`src/rtl/ahb3lite_burst_gen.sv`:
```
// ahb3lite_burst_gen: AHB3-Lite master that expands one command into a SINGLE/INCR/WRAP burst.
module ahb3lite_burst_gen (
  input  logic        HCLK,
  input  logic        HRESET,
  input  logic        cmd_valid,
  output logic        cmd_ready,
  input  logic [31:0] cmd_addr,
  input  logic [2:0]  cmd_burst,
  input  logic [4:0]  cmd_len,
  input  logic [2:0]  cmd_size,
  input  logic        cmd_write,
  input  logic        wdata_valid,
  input  logic [31:0] wdata,
  output logic        wdata_ready,
  input  logic        HREADY,
  output logic [31:0] i_HADDR,
  output logic [31:0] i_HWDATA,
  output logic        i_HWRITE,
  output logic [1:0]  i_HTRANS,
  output logic [2:0]  i_HSIZE,
  output logic [2:0]  i_HBURST,
  output logic        busy,
  output logic        done
);
  typedef enum logic [1:0] {IDLE, ADDR, LAST_DATA} state_t;
  localparam logic [1:0] T_IDLE = 2'd0, T_BUSY = 2'd1, T_NONSEQ = 2'd2, T_SEQ = 2'd3;
  state_t state, state_nxt;
  logic [4:0] rem, beats;
  logic [31:0] wbuf, inc, wmask, addr_nxt;
  logic accept, beat_done, busy_done, take, wrap;
  always_comb begin
    beats = cmd_burst == 3'd0 ? 5'd1 : cmd_burst == 3'd1 ? (cmd_len == 5'd0 ? 5'd1 : cmd_len) : 5'd2 << cmd_burst[2:1];
    inc = 32'd1 << i_HSIZE;
    wrap = ~i_HBURST[0] & (i_HBURST != 3'd0);
    wmask = (inc << ({1'b0, i_HBURST[2:1]} + 3'd1)) - 32'd1;
    addr_nxt = wrap ? (i_HADDR & ~wmask) | ((i_HADDR + inc) & wmask) : i_HADDR + inc;
    cmd_ready = state == IDLE & ~HRESET & (~cmd_write | wdata_valid);
    accept = cmd_valid & cmd_ready;
    beat_done = state == ADDR & HREADY & i_HTRANS[1];
    busy_done = state == ADDR & HREADY & i_HTRANS == T_BUSY;
    // rem counts beats still to follow the one currently on the address bus
    wdata_ready = ~HRESET & ((state == IDLE & cmd_valid & cmd_write) |
                  (state == ADDR & HREADY & i_HWRITE & ((i_HTRANS[1] & rem != 5'd0) | i_HTRANS == T_BUSY)));
    take = wdata_valid & wdata_ready;
    done = state == LAST_DATA & HREADY & ~HRESET;
    busy = state != IDLE;
    state_nxt = state == IDLE ? (accept ? ADDR : IDLE) :
                state == ADDR ? (beat_done & rem == 5'd0 ? LAST_DATA : ADDR) :
                (HREADY ? IDLE : LAST_DATA);
  end
  always_ff @(posedge HCLK) state <= HRESET ? IDLE : state_nxt;
  always_ff @(posedge HCLK) begin
    if (HRESET) begin
      i_HADDR <= '0;
      i_HWDATA <= '0;
      i_HWRITE <= 1'b0;
      i_HTRANS <= T_IDLE;
      i_HSIZE <= '0;
      i_HBURST <= '0;
      rem <= '0;
      wbuf <= '0;
    end else begin
      if (accept) begin
        i_HADDR <= cmd_addr;
        i_HTRANS <= T_NONSEQ;
        i_HWRITE <= cmd_write;
        i_HSIZE <= cmd_size > 3'd2 ? 3'd2 : cmd_size;
        i_HBURST <= cmd_burst;
        rem <= beats - 5'd1;
      end else if (beat_done) begin
        i_HWDATA <= wbuf;
        if (rem == 5'd0) i_HTRANS <= T_IDLE;
        else begin
          i_HADDR <= addr_nxt;
          rem <= rem - 5'd1;
          i_HTRANS <= i_HWRITE & ~wdata_valid ? T_BUSY : T_SEQ;
        end
      end else if (busy_done & wdata_valid) i_HTRANS <= T_SEQ;
      if (take) wbuf <= wdata;
    end
  end
endmodule

```
`config.mk`:
```
export PLATFORM = sky130hd
export DESIGN_NAME = ahb3lite_burst_gen
export DESIGN_NICKNAME = d
export VERILOG_FILES = /design/src/rtl/ahb3lite_burst_gen.sv
export SDC_FILE = /design/constraint.sdc
export NUM_CORES = 1
export LEC_CHECK = 0
export BUFFER_PORTS_ARGS = -buffer_cell sky130_fd_sc_hd__buf_2
export CAP_MARGIN = 25
export CORE_MARGIN = 4
export CORE_UTILIZATION = 35
export DETAILED_ROUTE_END_ITERATION = 16
export GPL_TIMING_DRIVEN = 1
export PLACE_DENSITY = 0.58
export RECOVER_POWER = 100
export SLEW_MARGIN = 25
export SYNTH_ARGS = -nofsm -noshare
export SYNTH_HDL_FRONTEND = slang
export SYNTH_SLANG_ARGS = --single-unit
```
`constraint.sdc`:
```
create_clock -name HCLK -period 4.8 [get_ports HCLK]
set_clock_uncertainty 0.2 [all_clocks]
set_input_delay 0.24 -clock HCLK [delete_from_list [all_inputs] [get_ports HCLK]]
set_output_delay 0.24 -clock HCLK [all_outputs]
set_load 0.02 [all_outputs]
```
Word level (Yosys, flattened, before mapping):

Index checks and enable logic that the tools add are counted.

* input bits: 81
* output and inout port bits: 77
* register bits: 112
* word-level logic and storage cells: 89

* multiplexer cells: 21
* add/sub/neg operators: 5
* shift operators: 3
* magnitude comparators: 1
* equal/unequal tests: 5
* bitwise gates (word level): 31
* reductions and logical operators: 13

Operators by type and width (count)
* 2-to-1 mux 32 bit: 4
* AND 32 bit: 2
* adder 32 bit: 1
* NOT 32 bit: 1
* OR 32 bit: 1
* left shift 1 x 3 -> 32 bit (first input constant): 1
* left shift 32 x 3 -> 32 bit: 1
* subtractor 32 x 1 -> 32 bit (second input constant): 1
* 2-to-1 mux 5 bit: 6
* AND 1 bit: 19
* 2-to-1 mux 2 bit: 9
* zero test 5 bit: 2
* subtractor 5 x 1 -> 5 bit (second input constant): 2
* nonzero test 2 bit: 3
* nonzero test 3 bit: 2
* NOT 1 bit: 5
* nonzero test 5 bit: 1
* left shift 2 x 2 -> 5 bit (first input constant): 1
* == test 2 x 1 -> 1 bit (second input constant): 2
* AND reduction 2 bit: 2
* adder 2 x 1 -> 3 bit (second input constant): 1
* == test 3 x 1 -> 1 bit (second input constant): 1
* greater-than comparator 3 x 2 -> 1 bit (second input constant): 1
* zero test 3 bit: 1
* other kinds (7): 9

Longest topological paths before layout:

* depth after elaboration: 10
* mapped depth: 14
* mapped depth without buffers: 11

Least setup slack after synthesis:

OpenSTA, ideal clock, no wires.

* kind: reg2reg
* from: reg i_HSIZE[2]
* to: reg with a tool-made name
* period minus slack after synthesis: 3.516 ns
* setup slack: 1.284 ns
* path buffers: 3
* cell stages (with the launch flop): 14
* library setup time: 0.074 ns
* data required time: 4.526 ns
* arrival time: 3.242 ns
* path through: dfxtp_1 > buf_2 > buf_1 > clkbuf_1 > nor3_1 > and2_1 > ha_1 > nor2_1 > or3_4 > a31oi_4 > a31oi_2 > or3_1 > or3_1 > a31oi_1

RTL lines
* start, declared: line 20 `output logic [2:0] i_HSIZE,`
* start signal, assigned: line 67 `i_HSIZE <= cmd_size > 3'd2 ? 3'd2 : cmd_size;`

==> impl_metrics.csv <==
group,metric,value,unit
run_status,status,"complete, but fails checks",
run_status,violations,"max-capacitance violations, max-slew violations",
logic_synthesis,ys_warn_count,0,
detailed_routing,drt-initial-drc-count,421,
worst_setup_path,cp.required,4.89,ns
sta,layout_setup_ws,0.898,ns
worst_setup_path,crit_type,"flip-flop to flip-flop",
layout,final_common_cell,"nand2_1",
worst_setup_path,max_stage_delay,0.51,ns
clocking,cts.sinks,112,
logic_synthesis,yosysTopAreaCell,"dfxtp_1",
floorplanning,dieArea,19300,sq um
worst_setup_path,worst_path_max_delay_cell,"or3_1",
worst_hold_path,hp-class,"primary input to flip-flop",
detailed_routing,dr.pass1.iters,5,
logic_synthesis,syn-cell-area,5990,sq um
floorplanning,rows,47,
sta,rsz0062_at_grt,"no",
place,portBuffers,157,
logic_synthesis,synth-async-reset-ratio,0,%
worst_setup_path,path_cells,"clkbuf_1 > nor3_1 > and2_0 > ha_1 > nor2_1 > or3_1 > a31oi_4 > a31oi_2 > or3_1 > or3_1 > a31oi_1",
pwr,ir_drop,0.000169,V
logic_synthesis,yosysTopAreaCellShare,37.5,%
sta,whs,0.0112,ns
logic_synthesis,avgSynthCellArea,7.38,sq um
clocking,cts_tree,"built",
layout,drive_gt1_share,11.1,%
logic_synthesis,ys.flop_type,"dfxtp_1",
detailed_routing,ant_nets,0,
flow_run,max_cap_violations,4,
layout,fillCellCount,1717,
floorplanning,num_io_pins,158,
grt,grt_max_degree,73,
floorplanning,start_util,36.0,%
detailed_routing,wire_per_inst,16.5,microns
clocking,cts_max_level,3,
sta,clock.fmax,256,MHz
worst_setup_path,critPathLaunchType,"flip-flop",
clocking,cts.path.max_buffers,2,
detailed_routing,drc,0,
logic_synthesis,ys_seq_elements,112,
worst_setup_path,worstPathMaxFanout,25,
layout,seqCellArea,2240,sq um
sta,finalCritPeriodShare,81.3,%
pwr,p_leak,2.85,nW
sta,worstMarginPinSlew,2.14,ns
place,post_dp_cell_area,6920,sq um
grt,grt_pass1_wl,33100,microns
floorplanning,die_x,139,microns
place,dp_slack,1.32,ns
clocking,cts_buffers,9,
sta,drv_slew,156,
worst_setup_path,cpMostUsedCell,"or3_1",
clocking,clk_latency,0.37,ns
clocking,postCtsSetupRepairBufs,0,
worst_setup_path,endpoint_kind,"flip-flop",
worst_setup_path,critPathTopFamily,"simple AND/OR/NAND/NOR gates",
detailed_routing,wl,20200,microns
layout,area_growth,29.0,%
grt,grt_antenna_before_repair,1,
logic_synthesis,synth_cell_type_count,67,
sta,finalSetupTns,0,ns
detailed_routing,num_vias,6468,
pwr,cellPowerDensity,282,nW/um^2
layout,final_util,46.4,%
logic_synthesis,seq_area_frac_synth,37.5,%
layout,multi_input_area,3330,sq um
layout,final_area,7720,sq um
floorplanning,core,16600,sq um
logic_synthesis,syn-num-nets,897,
sta,relSlewSlack,-42.5,%
logic_synthesis,synth_area_leaders,"dfxtp_1 (37%), nand2_1 (8.5%), a21oi_1 (5.6%), o21ai_0 (5.4%), nand3_1 (4.8%)",
layout,antenna_cells,0,
floorplanning,die_h,139,microns
grt,track_usage,20.7,%
sta,hold_viol,0,
clocking,ctsRootBufferMaster,"clkbuf_16",
worst_setup_path,worst_ep_arrival_time,3.99,ns
clocking,clkTransAtPathRegs,0.09,ns
sta,fin_crit,3.90,ns
logic_synthesis,synth-edff-count,0,
layout,mostFrequentLayoutCells,"nand2_1 (135), dfxtp_1 (112), clkbuf_1 (84), buf_2 (82), a21oi_1 (67)",
place,hpwl,13600,microns
sta,setup_viol,0,
place,gp_congestion,0.930,
logic_synthesis,synthCells,811,
grt,globalRouteOverflowTotal,0,
worst_setup_path,critPathBufInv,1,
layout,final_nets,1084,
grt,grt_pass1_vias,6234,
detailed_routing,avgViaCountPerCell,5.29,
per-stage QoR:
| step | std cells | power [mW] |
|---|---|---|
| 2_1_floorplan | 811 | 1.23 |
| 3_3_place_gp | 1145 | 1.36 |
| 3_5_place_dp | 1145 | 1.35 |
| 4_1_cts | 1223 | 2.20 |
| 5_1_grt | 1223 | 2.29 |
| 6_report | 1223 | 2.17 |
area by class of cell:
| type | instances | area share [%] |
|---|---|---|
| Clock buffer | 9 | 2.92 |
| Clock inverter | 7 | 1.25 |
| Multi-Input combinational cell | 597 | 43.2 |
| Inverter | 47 | 2.29 |
| Tap cell | 220 | 3.57 |
| Sequential cell | 112 | 29.0 |
| Timing Repair Buffer | 231 | 17.7 |
kinds of logic (layout without fill, tap and decap cells):
group	count (synthesis)	count (layout)	synth area share (%)
compound gates	216	216	21.9
xor+xnor	27	27	3.95
fa+ha+maj	6	6	1.21
buf+inv	102	294	6.65
flops	112	112	37.5
mux	9	9	1.55
simple gates	339	339	27.3
worst min-delay path, delay by kind of cell:
family / cells / cell delay (ns)
buf+inv: 1 / 0.08
compound gates: 2 / 0.20
metal layers:
layer	global-route usage, %	wire (microns)
met5	0	7
met4	9.01	716
met3	5.31	1660
met2	31.8	8940
met1	27.4	8830
synthesized netlist by cell type (all sizes together) (2+ instances only):
library cell    n
nand2         135
dfxtp         112
a21oi          67
o21ai          66
nand3          58
nor2           56
inv            47
clkbuf         38
a31oi          22
xnor2          19
buf            17
nor3           13
nor4           12
or3            11
nand4          10
a211oi          9
o211ai          9
xor2            8
mux2i           7
nor2b           6
o22ai           6
a22oi           5
and3            5
and4            5
ha              5
nand2b          5
nor3b           5
and2            4
and3b           4
nand3b          4
a2111oi         3
a221oi          3
o31ai           3
o41ai           3
or4             3
a211o           2
a31o            2
a32oi           2
mux2            2
o21a            2
o311ai          2
report_power, final:
group / internal [mW] / switching (mW) / leakage [nW] / total [mW]
Combinational: 0.148 / 0.217 / 1.78 / 0.364
Clock: 0.385 / 0.419 / 0.156 / 0.805
Sequential: 0.962 / 0.0423 / 0.908 / 1.00
Total: 1.50 / 0.678 / 2.85 / 2.17
final timing paths:
check | from | to | slack [ns] | cells past startpoint
min reg2reg | wbuf[26] | i_HWDATA[26] | 0.25 | 2
max reg2reg | i_HSIZE[0] | flip-flop | 0.90 | 11
max | i_HSIZE[0] | flip-flop | 0.90 | 11
min | cmd_addr[8] | flip-flop | 0.01 | 3
repair_timing:
action / CTS / global route
hold endpoints to repair: 60 / 0
resized for setup: 0 / 0
endpoints found under the setup margin: 0 / 0
hold buffers: 62 / 0
(Power assumes the default switching activity.)
